## src/rtl/immed_gen_pipe_if.sv

```systemverilog
// Decode-stage immediate generator bus: upstream instruction handshake,
// downstream result handshake and the flush strobe.
interface immed_gen_pipe_if #(
    parameter int XLEN  = 32,
    parameter int TAG_W = 32
);
    logic             in_valid;
    logic             in_ready;
    logic [24:0]      ir;
    logic [2:0]       immed_sel;
    logic [TAG_W-1:0] in_tag;
    logic             flush;
    logic             out_valid;
    logic             out_ready;
    logic [XLEN-1:0]  immed_ext;
    logic [TAG_W-1:0] out_tag;
    logic             illegal;

    modport master (
        output in_valid, ir, immed_sel, in_tag, flush, out_ready,
        input  in_ready, out_valid, immed_ext, out_tag, illegal
    );

    modport slave (
        input  in_valid, ir, immed_sel, in_tag, flush, out_ready,
        output in_ready, out_valid, immed_ext, out_tag, illegal
    );
endinterface

```

## src/rtl/immed_gen_pipe.sv

```systemverilog
// Registered immediate generator with a 2-entry skid buffer (main M, skid K)
// carrying {immed, tag, illegal} in FIFO order.
module immed_gen_pipe #(
    parameter int XLEN  = 32,
    parameter int TAG_W = 32
) (
    input  logic              clk,
    input  logic              rst_n,
    immed_gen_pipe_if.slave   bus
);
    logic [31:7]        instr;
    logic signed [31:0] s32;
    logic [5:0]         z6;
    logic               use_z;
    logic               nxt_ill;
    logic [XLEN-1:0]    nxt_imm;

    logic               m_valid;
    logic [XLEN-1:0]    m_imm;
    logic [TAG_W-1:0]   m_tag;
    logic               m_ill;
    logic               k_free;
    logic [XLEN-1:0]    k_imm;
    logic [TAG_W-1:0]   k_tag;
    logic               k_ill;

    logic               accept;
    logic               m_free;

    assign instr = bus.ir;

    // Sign-extended formats are built at 32 bits and widened by the cast.
    always_comb begin
        s32     = '0;
        z6      = '0;
        use_z   = 1'b0;
        nxt_ill = 1'b0;
        case (bus.immed_sel)
            3'b000: s32 = {{20{instr[31]}}, instr[31:20]};
            3'b001: s32 = {{20{instr[31]}}, instr[31:25], instr[11:7]};
            3'b010: s32 = {{19{instr[31]}}, instr[31], instr[7], instr[30:25], instr[11:8], 1'b0};
            3'b011: s32 = {{11{instr[31]}}, instr[31], instr[19:12], instr[20], instr[30:21], 1'b0};
            3'b100: s32 = {instr[31:12], 12'b0};
            3'b101: begin
                use_z = 1'b1;
                z6    = {1'b0, instr[19:15]};
            end
            3'b110: begin
                use_z = 1'b1;
                z6    = (XLEN == 64) ? instr[25:20] : {1'b0, instr[24:20]};
            end
            default: nxt_ill = 1'b1;
        endcase
        nxt_imm = use_z ? XLEN'(z6) : XLEN'(s32);
    end

    assign accept = bus.in_valid && k_free;
    assign m_free = !m_valid || bus.out_ready;

    always_ff @(posedge clk or negedge rst_n) begin
        if (!rst_n) begin
            m_valid <= 1'b0;
            m_imm   <= '0;
            m_tag   <= '0;
            m_ill   <= 1'b0;
            k_free  <= 1'b1;
            k_imm   <= '0;
            k_tag   <= '0;
            k_ill   <= 1'b0;
        end else if (bus.flush) begin
            m_valid <= 1'b0;
            k_free  <= 1'b1;
        end else if (m_free) begin
            // A full skid blocks acceptance, so K draining and a new input never coincide.
            if (!k_free) begin
                m_valid <= 1'b1;
                m_imm   <= k_imm;
                m_tag   <= k_tag;
                m_ill   <= k_ill;
                k_free  <= 1'b1;
            end else if (accept) begin
                m_valid <= 1'b1;
                m_imm   <= nxt_imm;
                m_tag   <= bus.in_tag;
                m_ill   <= nxt_ill;
            end else begin
                m_valid <= 1'b0;
            end
        end else if (accept) begin
            k_free <= 1'b0;
            k_imm  <= nxt_imm;
            k_tag  <= bus.in_tag;
            k_ill  <= nxt_ill;
        end
    end

    assign bus.in_ready  = k_free;
    assign bus.out_valid = m_valid;
    assign bus.immed_ext = m_imm;
    assign bus.out_tag   = m_tag;
    assign bus.illegal   = m_ill;
endmodule

```

## src/flat_wrapper.sv

```systemverilog
// flat-port wrapper written by rule: the top's interface ports become plain ports
module immed_gen_pipe_flat 
#(
    parameter int XLEN  = 32,
    parameter int TAG_W = 32
)
  (clk, rst_n, bus_in_valid, bus_ir, bus_immed_sel, bus_in_tag, bus_flush, bus_out_ready, bus_in_ready, bus_out_valid, bus_immed_ext, bus_out_tag, bus_illegal);
  immed_gen_pipe_if #(.XLEN(XLEN), .TAG_W(TAG_W)) bus_i ();
  input  logic clk;
  input  logic rst_n;
  input wire logic [$bits(bus_i.in_valid)-1:0] bus_in_valid;
  input wire logic [$bits(bus_i.ir)-1:0] bus_ir;
  input wire logic [$bits(bus_i.immed_sel)-1:0] bus_immed_sel;
  input wire logic [$bits(bus_i.in_tag)-1:0] bus_in_tag;
  input wire logic [$bits(bus_i.flush)-1:0] bus_flush;
  input wire logic [$bits(bus_i.out_ready)-1:0] bus_out_ready;
  output wire logic [$bits(bus_i.in_ready)-1:0] bus_in_ready;
  output wire logic [$bits(bus_i.out_valid)-1:0] bus_out_valid;
  output wire logic [$bits(bus_i.immed_ext)-1:0] bus_immed_ext;
  output wire logic [$bits(bus_i.out_tag)-1:0] bus_out_tag;
  output wire logic [$bits(bus_i.illegal)-1:0] bus_illegal;
  assign bus_i.in_valid = bus_in_valid;
  assign bus_i.ir = bus_ir;
  assign bus_i.immed_sel = bus_immed_sel;
  assign bus_i.in_tag = bus_in_tag;
  assign bus_i.flush = bus_flush;
  assign bus_i.out_ready = bus_out_ready;
  assign bus_in_ready = bus_i.in_ready;
  assign bus_out_valid = bus_i.out_valid;
  assign bus_immed_ext = bus_i.immed_ext;
  assign bus_out_tag = bus_i.out_tag;
  assign bus_illegal = bus_i.illegal;
  immed_gen_pipe #(.XLEN(XLEN), .TAG_W(TAG_W)) u_core (.clk(clk), .rst_n(rst_n), .bus(bus_i));
endmodule
```

## config.mk

```make
export PLATFORM = sky130hd
export DESIGN_NAME = immed_gen_pipe_flat
export DESIGN_NICKNAME = d
export VERILOG_FILES = /design/src/rtl/immed_gen_pipe_if.sv /design/src/rtl/immed_gen_pipe.sv /design/src/flat_wrapper.sv
export SDC_FILE = /design/constraint.sdc
export NUM_CORES = 1
export LEC_CHECK = 0
export CORE_AREA = 2 2 90 135
export DETAILED_ROUTE_END_ITERATION = 8
export DIE_AREA = 0 0 92 137
export PLACE_DENSITY_LB_ADDON = 0.3
export RECOVER_POWER = 50
export SLEW_MARGIN = 5
export SYNTH_ARGS = -nofsm -noshare
export SYNTH_HDL_FRONTEND = slang
export SYNTH_SLANG_ARGS = --single-unit
```

## constraint.sdc

```tcl
create_clock -name clk -period 2.8 [get_ports clk]
set_input_delay 0.56 -clock clk [delete_from_list [all_inputs] [get_ports clk]]
set_output_delay 0.56 -clock clk [all_outputs]
set_load 0.1 [all_outputs]
```

Word level (Yosys, flattened, before mapping)

Cells that the tools add are included.

Flip-flop bits (word level): 132
Latch bits: 0
Memory bits (writable): 0
ROM bits: 0
Input bits: 65
Output and inout bits: 67
Logic and storage cells: 45
Memories: 0

Add/subtract/negate cells: 0
Multiply operators: 0
Div/mod/pow operators: 0
Magnitude comparators: 0
Eq/ne operators: 7
Shift operators: 0
Muxes and demuxes: 18
Bitwise operators: 2
Reduce and logical (&&, ||, !) cells: 10

Operators by type and width:

| kind               | number |
|---|---|
| $mux 32            | 5 |
| $pmux 32 s5        | 1 |
| $mux 1             | 11 |
| $pmux 5 s2         | 1 |
| $eq 3x3->1 const B | 3 |
| $reduce_or 7->1    | 1 |
| $eq 3x2->1 const B | 2 |
| $reduce_and 3->1   | 2 |
| $eq 3x1->1 const B | 1 |
| $logic_not 3->1    | 1 |
| $reduce_bool 3->1  | 1 |
| $ne 2x2->1 const B | 1 |
| $not 1->1          | 2 |
| $reduce_bool 2->1  | 1 |
| $reduce_or 2->1    | 1 |
| $logic_and 1x1->1  | 1 |
| $logic_not 1->1    | 1 |
| $logic_or 1x1->1   | 1 |

Logic depth before layout (Yosys ltp)

Gate-level depths: netlist of run 1.

Word-level depth: 6
Mapped depth: 7
Depth with buffers taken out: 4

Worst setup path after synthesis of run 1

No wires, ideal clock.

Kind: reg-to-reg
From: reg u_core.m_valid (netlist: u_core.bus.out_valid)
To: reg u_core.m_tag[16] (netlist: u_core.bus.out_tag[16])
Library setup time: 0.132 ns
Arrival time: 1.909 ns
Required time: 2.668 ns
Setup slack: 0.758 ns
Cell stages (with the launch flop): 8
Buffers on the path: 3
Clock period less this slack: 2.042 ns
Cells stage by stage: dfrtp_1 nor2b_4 or3_1 buf_2 buf_6 buf_6 nand2_1 o21ai_1

Cells in the longest elaborated chain, start to end: 3

RTL lines:

| element                    | line                 | text |
|---|---|---|
| start, declared            | immed_gen_pipe.sv:18 | `logic m_valid;` |
| start signal, assigned     | immed_gen_pipe.sv:62 | `m_valid <= 1'b0;` |
| start signal, assigned     | immed_gen_pipe.sv:71 | `m_valid <= 1'b0;` |
| start signal, assigned     | immed_gen_pipe.sv:76 | `m_valid <= 1'b1;` |
| $logic_not 1->1            | immed_gen_pipe.sv:58 | `assign m_free = !m_valid \|\| bus.out_ready;` |
| $logic_or 1x1->1           | immed_gen_pipe.sv:58 |  |
| $reduce_and 3->1 (no line) | -                    |  |
| end signal, assigned       | immed_gen_pipe.sv:78 | `m_tag <= k_tag;` |
| end signal, assigned       | immed_gen_pipe.sv:84 | `m_tag <= bus.in_tag;` |
| end, declared              | immed_gen_pipe.sv:20 | `logic [TAG_W-1:0] m_tag;` |

No other way between the ends.
A chain may end at the register's enable or synchronous reset.

Worst setup path after layout of run 1

From: reg u_core.k_free (netlist: u_core.bus.in_ready)
To: reg u_core.m_imm[0] (netlist: u_core.bus.immed_ext[0])

Cells in the longest elaborated chain, start to end: 3
Elaborated cells between the ends (all ways): 4
Those cells by class: eq/ne: 1; mux: 1; reduce/logical: 2

RTL lines:

| element                    | line                 | text |
|---|---|---|
| start, declared            | immed_gen_pipe.sv:22 | `logic k_free;` |
| start signal, assigned     | immed_gen_pipe.sv:66 | `k_free <= 1'b1;` |
| start signal, assigned     | immed_gen_pipe.sv:72 | `k_free <= 1'b1;` |
| start signal, assigned     | immed_gen_pipe.sv:80 | `k_free <= 1'b1;` |
| $logic_and 1x1->1          | immed_gen_pipe.sv:57 | `assign accept = bus.in_valid && k_free;` |
| $ne 2x2->1 (no line)       | -                    |  |
| $reduce_and 3->1 (no line) | -                    |  |
| end signal, assigned       | immed_gen_pipe.sv:77 | `m_imm <= k_imm;` |
| end signal, assigned       | immed_gen_pipe.sv:83 | `m_imm <= nxt_imm;` |
| end, declared              | immed_gen_pipe.sv:19 | `logic [XLEN-1:0] m_imm;` |

Parallel ways exist; a longest one is shown, timed or not.

==> impl_metrics.py, run 1 <==
metrics = {
    "placed_design": {
        "gp_congestion": 0.870,
        "place_area_mm2": 0.00741,
        "dp_hpwl_mm": 10.3,
        "post-place-ws_ns": 0.238,
        "io_buffers": 131,
    },
    "sta": {
        "slew_headroom_pct": -14.4,
        "tightest_slew_ns": 1.72,
        "hold_viol": 0,
        "rsz0062_at_grt": "no",
        "slew_violations": 67,
        "timing.fmax_mhz": 394,
        "setup_tns_ns": 0,
        "period_needed_ns": 2.54,
        "layout_setup_ws_ns": 0.264,
        "post-route-period-util_pct": 90.6,
        "setup_viol": 0,
        "fin_skew_ns": 0.00742,
    },
    "worst_setup_path": {
        "worstReg2RegEnd": "u_core.bus.immed_ext[0]",
        "critPathRequiredTime_ns": 3.08,
        "cp_slowest_stage_delay_ns": 0.68,
        "r2r_slack_ns": 0.26,
        "reg2reg_from": "u_core.bus.in_ready",
        "slowest_stage": "dfstp_4",
        "crit_path_max_fanout": 49,
        "critPathLaunch": "u_core.bus.in_ready",
        "ff2ff_path_depth": 4,
        "cp_cell_sequence": "buf_4 > clkinv_1 > a211oi_1 > o21ai_0",
        "crit_path_end": "u_core.bus.immed_ext[0]",
        "crit_type": "reg2reg",
        "end_kind": "register",
        "cp.arrival_ns": 2.82,
        "startpoint_type": "register",
    },
    "logic_synthesis": {
        "netlist_area_mm2": 0.00618,
        "postSynthCellCount": 644,
        "yosys_warnings": 0,
        "synthesis.nets": 709,
        "ys_seq_area_share_pct": 53.5,
        "avgSynthCellArea_um2": 9.60,
        "ys_ff_latch": 132,
        "synth.distinct_cells": 38,
    },
    "floorplan": {
        "die_h_um": 137,
        "core_area_mm2": 0.0114,
        "die_w_um": 92,
        "dieArea_mm2": 0.0126,
        "rows": 48,
        "ios": 132,
        "initial_core_util_pct": 54.2,
    },
    "finish": {
        "multi_input_area_mm2": 0.00261,
        "n_antenna_cell": 0,
        "fin_area_mm2": 0.00784,
        "fillerInstances": 940,
        "syn_to_final_growth_pct": 26.9,
        "drive_gt1_share_pct": 14.9,
        "final_nets": 824,
        "regArea_mm2": 0.00331,
        "post-route-util_pct": 68.7,
    },
    "clock_tree": {
        "clock_latency_ns": 0.41,
        "root_buffer": "clkbuf_16",
        "clk_pin_slew_worst_paths_ns": 0.06,
        "cts_num_sinks": 132,
        "cts_buffers": 17,
        "cts_resized": 0,
        "clock_path_buffers": 2,
        "tritoncts": "done",
        "cts_setup_buffers": 0,
        "htree_num_levels": 4,
        "hold_buffers": 0,
    },
    "drt": {
        "wl_per_cell_um": 16.4,
        "num_vias": 5088,
        "drt_iter0_drc": 349,
        "drc": 0,
        "first_pass_iters": 5,
        "viasPerCell": 5.53,
        "ant_nets": 0,
        "wirelength_mm": 15.1,
    },
    "global_routing": {
        "grt_pass1_vias": 5204,
        "grt_pass1_wl_mm": 24.9,
        "grt_use_total_pct": 24.8,
        "grt_max_degree": 99,
        "grt_overflow": 0,
        "antenna_found_initial": 0,
    },
    "run": {
        "maxCapViolations": 1,
    },
    "hold_path": {
        "min_path_type": "reg2reg",
    },
    "outcome": {
        "violations": "capacitance limit, slew limit",
        "outcome": "complete, but fails checks",
    },
    "power": {
        "peakVddDrop_mv": 0.488,
        "power_density_mw_per_mm2": 847,
        "p_leak_nw": 3.82,
        "power_w": 0.00664,
    },
}
-- critical path, delay by kind of cell (launching register included) --
family / cells / cell delay, ns
buffers and inverters: 2 / 1.22
AO/OA/AOI/OAI: 2 / 0.47
flip-flops: 1 / 0.68
-- power breakdown --
group / switching [W] / total [W] / internal (W) / leakage, nW
Sequential: 0.000207 / 0.00247 / 0.00226 / 1.67
Clock: 0.000826 / 0.00212 / 0.00130 / 0.259
Combinational: 0.00160 / 0.00205 / 0.000455 / 1.89
-- Yosys cell counts (all sizes together) --
cell type,count,area (um^2)
a211oi,13,153
a21o,11,82.6
a21oi,32,160
a22oi,4,30.0
a31o,5,43.8
a31oi,7,43.8
and2b,1,10.0
and3,1,6.26
buf,40,238
clkbuf,10,40.0
clkinv,1,3.75
dfrtp,131,3280
dfstp,1,26.3
mux2,9,101
mux2i,41,410
nand2,186,701
nand2b,3,26.3
nand3,18,90.1
nand3b,20,150
nand4,1,6.26
nor2,28,105
nor2b,8,57.6
nor3,2,20.0
nor3b,1,7.51
nor4b,1,8.76
o211ai,8,60.1
o21ai,57,285
or3,3,18.8
xor2,1,16.3
-- through the flow --
| step | hold WS (ns) | std cells |
|---|---|---|
| after CTS | 0.156 | 920 |
| after floorplan | 0.264 | 644 |
| final | 0.473 | 920 |
| after detailed placement | 0.462 | 890 |
| after global placement | 0.456 | 890 |
| after global routing | 0.490 | 920 |
-- worst min-delay path by stage --
stage / to / slack (ns) / startpoint / cells after the start
3_3_place_gp: u_core.k_tag[23] / 0.46 / u_core.k_tag[23] / 2
5_1_grt: u_core.k_tag[21] / 0.49 / u_core.k_tag[21] / 2
4_1_cts: u_core.k_imm[14] / 0.16 / rst_n / 1
2_1_floorplan: u_core.bus.illegal / 0.26 / rst_n / 0
6_report: u_core.k_tag[13] / 0.47 / u_core.k_tag[13] / 2
3_5_place_dp: u_core.k_tag[13] / 0.46 / u_core.k_tag[13] / 2
-- logic make-up after synthesis --
kind of cell,count (synthesis),share of synthesized area [%]
AND/OR/NAND/NOR,273,19.5
AO/OA/AOI/OAI,137,13.9
flip-flops,132,53.5
buffers and inverters,51,4.56
multiplexers,50,8.28
XOR/XNOR,1,0.263
-- cell usage in the layout, fill, tap and decap left out, drive strengths merged, types with 6 or more instances in the layout --
master	n
nand2	186
mux2i	41
nor2b	8
clkinvlp	6
a211oi	13
clkdlybuf4s50	62
a21oi	32
nand3b	20
dfrtp	131
o21ai	57
clkbuf	51
a31oi	7
nor2	28
o211ai	8
a21o	11
nand3	18
buf	49
mux2	9
-- layout make-up --
type | count | area share [%]
flip-flops and latches | 132 | 42.2
multi-input cells | 461 | 33.3
repair buffers | 146 | 14.9
clock buffers | 17 | 5.43
well taps | 150 | 2.39
clock inverters | 13 | 1.76
inverters | 1 | 0.0479
-- routing by layer --
layer / global-route usage [%] / up-vias / share of wire [%]
met5: 0 / - / 0
met4: 9.70 / 0 / 2.1
met3: 6.17 / 22 / 4.3
met2: 43.9 / 112 / 54
met1: 29.0 / 2543 / 39
li1: - / 2411 / -
-- registers in the layout, summed over array words and instances, names as in the netlist --
signal                flops
u_core.bus.illegal        1
u_core.k_tag             32
u_core.k_ill              1
u_core.bus.in_ready       1
u_core.bus.immed_ext     32
u_core.k_imm             32
u_core.bus.out_tag       32
u_core.bus.out_valid      1
No activity file was read; power rests on OpenSTA's default activity.
==> inputs of run 2 (changes only) <==
==> constraint.sdc (replaced) <==
create_clock -name clk -period 2.8 [get_ports clk]
set_input_delay 0.42 -clock clk [delete_from_list [all_inputs] [get_ports clk]]
set_output_delay 0.42 -clock clk [all_outputs]
set_load 0.1 [all_outputs]
==> run 2 against run 1 <==
  * The flow still finishes with violations (capacitance limit, slew limit)
  * Via count about the same
  * Routed wire length increased by 1.1%
  * Non-clock buffer count decreased by 1
  * Sequential share of layout area decreased by 0.17 points
  * Critical path depth decreased by 1
  * Combinational power about the same
  * Sequential cell count unchanged
  * Cell area increased by 0.41%
  * Fmax increased by 5.3%
  * Critical endpoint is now u_core.bus.out_tag[31]
==> impl_metrics.py, run 2 (synthesized netlist as in run 1, its figures left out) <==
metrics = {
    "sta": {
        "tightest_slew_ns": 1.73,
        "slew_violations": 72,
        "hold_viol": 0,
        "setup_tns_ns": 0,
        "setup_viol": 0,
        "whs_ns": 0.451,
        "slew_headroom_pct": -15.4,
        "timing.fmax_mhz": 415,
        "period_needed_ns": 2.41,
        "rsz0062_at_grt": "no",
        "post-route-period-util_pct": 86.0,
        "fin_skew_ns": 0.0119,
    },
    "global_routing": {
        "grt_max_degree": 99,
        "grt_pass1_vias": 5044,
        "grt_pass1_wl_mm": 24.7,
        "grt_overflow": 0,
        "grt_use_total_pct": 25.1,
        "antenna_found_initial": 0,
    },
    "finish": {
        "final_cell_mix": "nand2_1, dfrtp_1, clkdlybuf4s50_1",
        "stdcell_count": 921,
        "post-route-util_pct": 69.0,
        "mostFrequentLayoutCell": "nand2_1",
        "syn_to_final_growth_pct": 27.4,
        "n_antenna_cell": 0,
        "final_nets": 823,
        "drive_gt1_share_pct": 15.2,
    },
    "clock_tree": {
        "cts_buffers": 17,
        "clock_path_buffers": 2,
        "cts_num_sinks": 132,
        "clk_pin_slew_worst_paths_ns": 0.06,
        "hold_buffers": 0,
        "cts_resized": 0,
        "htree_num_levels": 4,
        "tritoncts": "done",
        "clock_latency_ns": 0.41,
        "cts_setup_buffers": 0,
        "root_buffer": "clkbuf_16",
    },
    "power": {
        "seqPwrFrac_pct": 36.1,
        "p_leak_nw": 3.85,
        "combPwrFrac_pct": 29.8,
        "p_switching_w": 0.00264,
        "peakVddDrop_mv": 0.510,
        "power_density_mw_per_mm2": 870,
        "netSwitchingFraction_pct": 38.5,
        "p_int_w": 0.00421,
        "p_clk_share_pct": 34.1,
        "power_w": 0.00685,
    },
    "worst_setup_path": {
        "critPathRequiredTime_ns": 3.03,
        "cp.arrival_ns": 2.64,
        "cp_cell_sequence": "and2b_1 > or3_4 > o21ai_0",
        "crit_path_max_fanout": 98,
        "cp_slowest_stage_delay_ns": 0.84,
        "startpoint_type": "register",
        "end_kind": "register",
        "slowest_stage": "or3_4",
        "crit_type": "reg2reg",
    },
    "floorplan": {
        "core_area_mm2": 0.0114,
        "rows": 48,
        "ios": 132,
        "initial_core_util_pct": 54.2,
        "die_h_um": 137,
        "die_w_um": 92,
        "dieArea_mm2": 0.0126,
    },
    "hold_path": {
        "min_path_type": "in2async",
    },
    "placed_design": {
        "dp_hpwl_mm": 10.1,
        "gp_congestion": 0.850,
        "io_buffers": 131,
        "dp_cells": 889,
    },
    "drt": {
        "drt_iter0_drc": 245,
        "wl_per_cell_um": 16.6,
        "drc": 0,
        "first_pass_iters": 4,
        "ant_nets": 0,
        "num_vias": 5089,
        "viasPerCell": 5.53,
        "wirelength_mm": 15.3,
    },
    "outcome": {
        "violations": "capacitance limit, slew limit",
        "outcome": "complete, but fails checks",
    },
    "run": {
        "maxCapViolations": 1,
    },
}
==> run 2: cell types whose count changed in the layout (fill, tap and decap cells not counted), moves of 2 or more <==
| cell | change |
|---|---|
| clkbuf_1 | -2 |
| clkinv_4 | +3 |
| bufinv_16 | +2 |
| clkbuf_2 | +3 |
| buf_12 | -2 |
| clkinvlp_4 | -3 |
==> run 2: layer usage <==
| layer | routed length (um) | GRT usage, % |
|---|---|---|
| met3 | 786 | 6.61 |
| met4 | 336 | 10.2 |
| met5 | 0 | 0 |
| met1 | 5960 | 29.1 |
| met2 | 8170 | 44.1 |
==> run 2: critical path: cells and delay by family (launching register included) <==
family / cells / cell delay [ns]
flip-flops: 1 / 0.80
AND/OR/NAND/NOR: 2 / 1.11
AO/OA/AOI/OAI: 1 / 0.26
==> run 2: layout make-up <==
cell class	count	area (um^2)
Tap cell	150	188
Timing Repair Buffer	145	1130
Clock inverter	15	205
Multi-Input combinational cell	461	2610
Inverter	1	3.75
Sequential cell	132	3310
Clock buffer	17	425
Fill cell	904	3540
==> run 2: per-stage QoR <==
step	cell area [um^2]	worst slack, ns
after floorplan	6180	0.758
after global placement	7370	0.467
after detailed placement	7370	0.372
after CTS	8010	0.479
after global routing	7870	0.256
final	7870	0.392
==> run 2: worst paths after layout <==
| kind | from | end | slack [ns] | cells past startpoint |
|---|---|---|---|---|
| hold / removal | rst_n | u_core.k_imm[12] | 0.45 | 1 |
| setup / recovery | u_core.bus.in_ready | u_core.bus.out_tag[31] | 0.39 | 3 |
| min in group clk | u_core.k_imm[9] | u_core.k_imm[9] | 0.47 | 2 |
| setup reg to reg | u_core.bus.in_ready | u_core.bus.out_tag[31] | 0.39 | 3 |
| max in group asynchronous | rst_n | u_core.k_imm[29] | 0.96 | 2 |
| hold reg to reg | u_core.k_imm[9] | u_core.k_imm[9] | 0.47 | 2 |
==> run 2: power by group through the flow <==
stage,Clock (W),Combinational [W],Sequential [W]
3_5_place_dp,0,0.00212,0.00250
2_1_floorplan,0,0.000468,0.00358
3_3_place_gp,0,0.00208,0.00248
6_report,0.00234,0.00204,0.00247
5_1_grt,0.00245,0.00215,0.00251
4_1_cts,0.00236,0.00213,0.00247
==> inputs of run 3 (changes only) <==
==> constraint.sdc (replaced) <==
create_clock -name clk -period 2.8 [get_ports clk]
set_input_delay 0.42 -clock clk [delete_from_list [all_inputs] [get_ports clk]]
set_output_delay 0.42 -clock clk [all_outputs]
set_load 0.05 [all_outputs]
==> run 3 against run 2 <==
  * The run still ends with capacitance limit, slew limit left
  * Sequential power is essentially flat
  * Sequential cell count is the same
  * Clock power grew 10%
  * Worst hold slack gained 0.024 ns
  * Cell count is the same
  * Worst setup slack lost 0.093 ns
  * Non-clock buffer count is the same
  * Cell area grew 4.2%
  * Clock skew shrank 0.0060 ns
  * Critical path depth grew 1
  * First-iteration DRC count grew 36%
  * Clock-buffer cell count grew 3
==> impl_metrics.py, run 3 (synthesized netlist as in run 1, its figures left out) <==
metrics = {
    "finish": {
        "mostFrequentLayoutCell": "nand2_1",
        "multi_input_area_mm2": 0.00260,
        "drive_gt1_share_pct": 10.2,
        "final_cell_mix": "nand2_1, dfrtp_1, clkdlybuf4s50_1",
        "fillerInstances": 836,
        "syn_to_final_growth_pct": 32.8,
        "stdcell_count": 921,
        "fin_area_mm2": 0.00821,
        "final_nets": 823,
        "regArea_mm2": 0.00331,
        "n_antenna_cell": 0,
    },
    "drt": {
        "num_vias": 5126,
        "ant_nets": 0,
        "drc": 0,
        "drt_iter0_drc": 332,
        "first_pass_iters": 4,
        "viasPerCell": 5.57,
        "wirelength_mm": 15.5,
        "wl_per_cell_um": 16.8,
    },
    "global_routing": {
        "antenna_found_initial": 0,
        "grt_pass1_wl_mm": 25.7,
        "grt_max_degree": 99,
        "grt_overflow": 0,
        "grt_use_total_pct": 25.8,
        "grt_pass1_vias": 5214,
    },
    "worst_setup_path": {
        "cp_slowest_stage_delay_ns": 1.04,
        "cp.arrival_ns": 2.71,
        "crit_path_max_fanout": 82,
        "r2r_slack_ns": 0.37,
        "crit_type": "in2reg",
        "cp_cell_sequence": "dlygate4sd3_1 > or3_2 > buf_2 > o21ai_0",
        "critPathRequiredTime_ns": 3.01,
        "startpoint_type": "primary input",
        "reg2reg_from": "u_core.bus.in_ready",
        "slowest_stage": "buf_2",
        "critPathLaunch": "bus_flush",
        "ff2ff_path_depth": 4,
        "end_kind": "register",
        "worstReg2RegEnd": "u_core.bus.immed_ext[0]",
    },
    "sta": {
        "post-route-period-util_pct": 89.3,
        "setup_tns_ns": 0,
        "timing.fmax_mhz": 400,
        "hold_viol": 0,
        "slew_violations": 74,
        "slew_headroom_pct": -23.8,
        "period_needed_ns": 2.50,
        "rsz0062_at_grt": "no",
        "fin_skew_ns": 0.00590,
        "tightest_slew_ns": 1.86,
        "setup_viol": 0,
    },
    "power": {
        "netSwitchingFraction_pct": 30.8,
        "seqPwrFrac_pct": 37.4,
        "p_leak_nw": 3.91,
        "p_clk_share_pct": 38.9,
        "combPwrFrac_pct": 23.7,
        "p_int_w": 0.00458,
        "p_switching_w": 0.00204,
        "power_density_mw_per_mm2": 807,
        "peakVddDrop_mv": 0.521,
    },
    "clock_tree": {
        "cts_num_sinks": 132,
        "root_buffer": "clkbuf_16",
        "cts_setup_buffers": 0,
        "tritoncts": "done",
        "hold_buffers": 0,
        "htree_num_levels": 4,
        "cts_buffers": 17,
        "clock_latency_ns": 0.41,
        "clk_pin_slew_worst_paths_ns": 0.06,
        "cts_resized": 0,
        "clock_path_buffers": 2,
    },
    "hold_path": {
        "hold_path_end": "u_core.k_tag[25]",
        "hold_path.startpoint": "u_core.k_tag[25]",
        "min_path_type": "reg2reg",
        "holdPathStages": 2,
    },
    "floorplan": {
        "die_w_um": 92,
        "ios": 132,
        "dieArea_mm2": 0.0126,
        "die_h_um": 137,
        "rows": 48,
        "core_area_mm2": 0.0114,
        "initial_core_util_pct": 54.2,
    },
    "outcome": {
        "outcome": "complete, but fails checks",
        "violations": "capacitance limit, slew limit",
    },
    "placed_design": {
        "gp_congestion": 0.846,
        "place_area_mm2": 0.00754,
        "dp_hpwl_mm": 10.1,
        "io_buffers": 131,
        "dp_cells": 889,
    },
    "run": {
        "maxCapViolations": 1,
    },
}
## run 3: cell types whose count changed in the layout (fill, tap and decap cells not counted), sizes merged
| cell | previous run | this run |
|---|---|---|
| buf | 47 | 13 |
| bufinv | 4 | 6 |
| clkbuf | 52 | 23 |
| clkdlybuf4s50 | 63 | 126 |
| clkinv | 7 | 5 |
| clkinvlp | 3 | 1 |
| dlygate4sd3 | 0 | 3 |
| inv | 2 | 1 |
## run 3: worst max path at each step
stage               slack, ns                       to  depth (start not counted)
floorplan                1.01   u_core.bus.out_tag[16]                          7
global placement         0.37  u_core.bus.immed_ext[0]                          4
detailed placement       0.35    u_core.bus.out_tag[0]                          3
CTS                      0.39  u_core.bus.immed_ext[0]                          4
global route             0.13         u_core.k_imm[24]                          4
finish                   0.30         u_core.k_imm[24]                          4
## run 3: layer usage
metal | global-route usage, % | vias to the layer above | routed length, um
li1 | - | 2407 | -
met1 | 30.4 | 2495 | 5920
met2 | 45.4 | 188 | 8230
met3 | 5.62 | 36 | 920
met4 | 11.5 | 0 | 395
met5 | 0 | - | 0
## run 3: cell type report
cell class / instances / area share [%]
well taps: 150 / 2.29
clock buffers: 20 / 5.69
flip-flops and latches: 132 / 40.3
clock inverters: 12 / 2.73
inverters: 1 / 0.0457
repair buffers: 145 / 17.2
multi-input cells: 461 / 31.7
## run 3: critical path: cells and delay by family
kind | cells | cell delay (ns)
AOI/OAI and AO/OA | 1 | 0.31
and+or+nand+nor | 1 | 0.18
buffers and inverters | 2 | 1.77
## run 3: stage by stage
step	utilization (%)	hold WS (ns)	power (W)	setup slack (ns)
2_1_floorplan	-	0.124	0.00346	1.01
3_3_place_gp	66.1	0.456	0.00401	0.367
3_5_place_dp	66.1	0.461	0.00407	0.353
4_1_cts	72.1	0.0424	0.00667	0.395
5_1_grt	71.9	0.499	0.00689	0.134
6_report	71.9	0.475	0.00662	0.299
## run 3: power by group through the flow
stage	Combinational [W]	Sequential (W)	Clock, W
after floorplan	0.000464	0.00299	0
after global placement	0.00154	0.00247	0
after detailed placement	0.00158	0.00249	0
after CTS	0.00159	0.00247	0.00260
after global routing	0.00169	0.00251	0.00269
final	0.00157	0.00247	0.00258
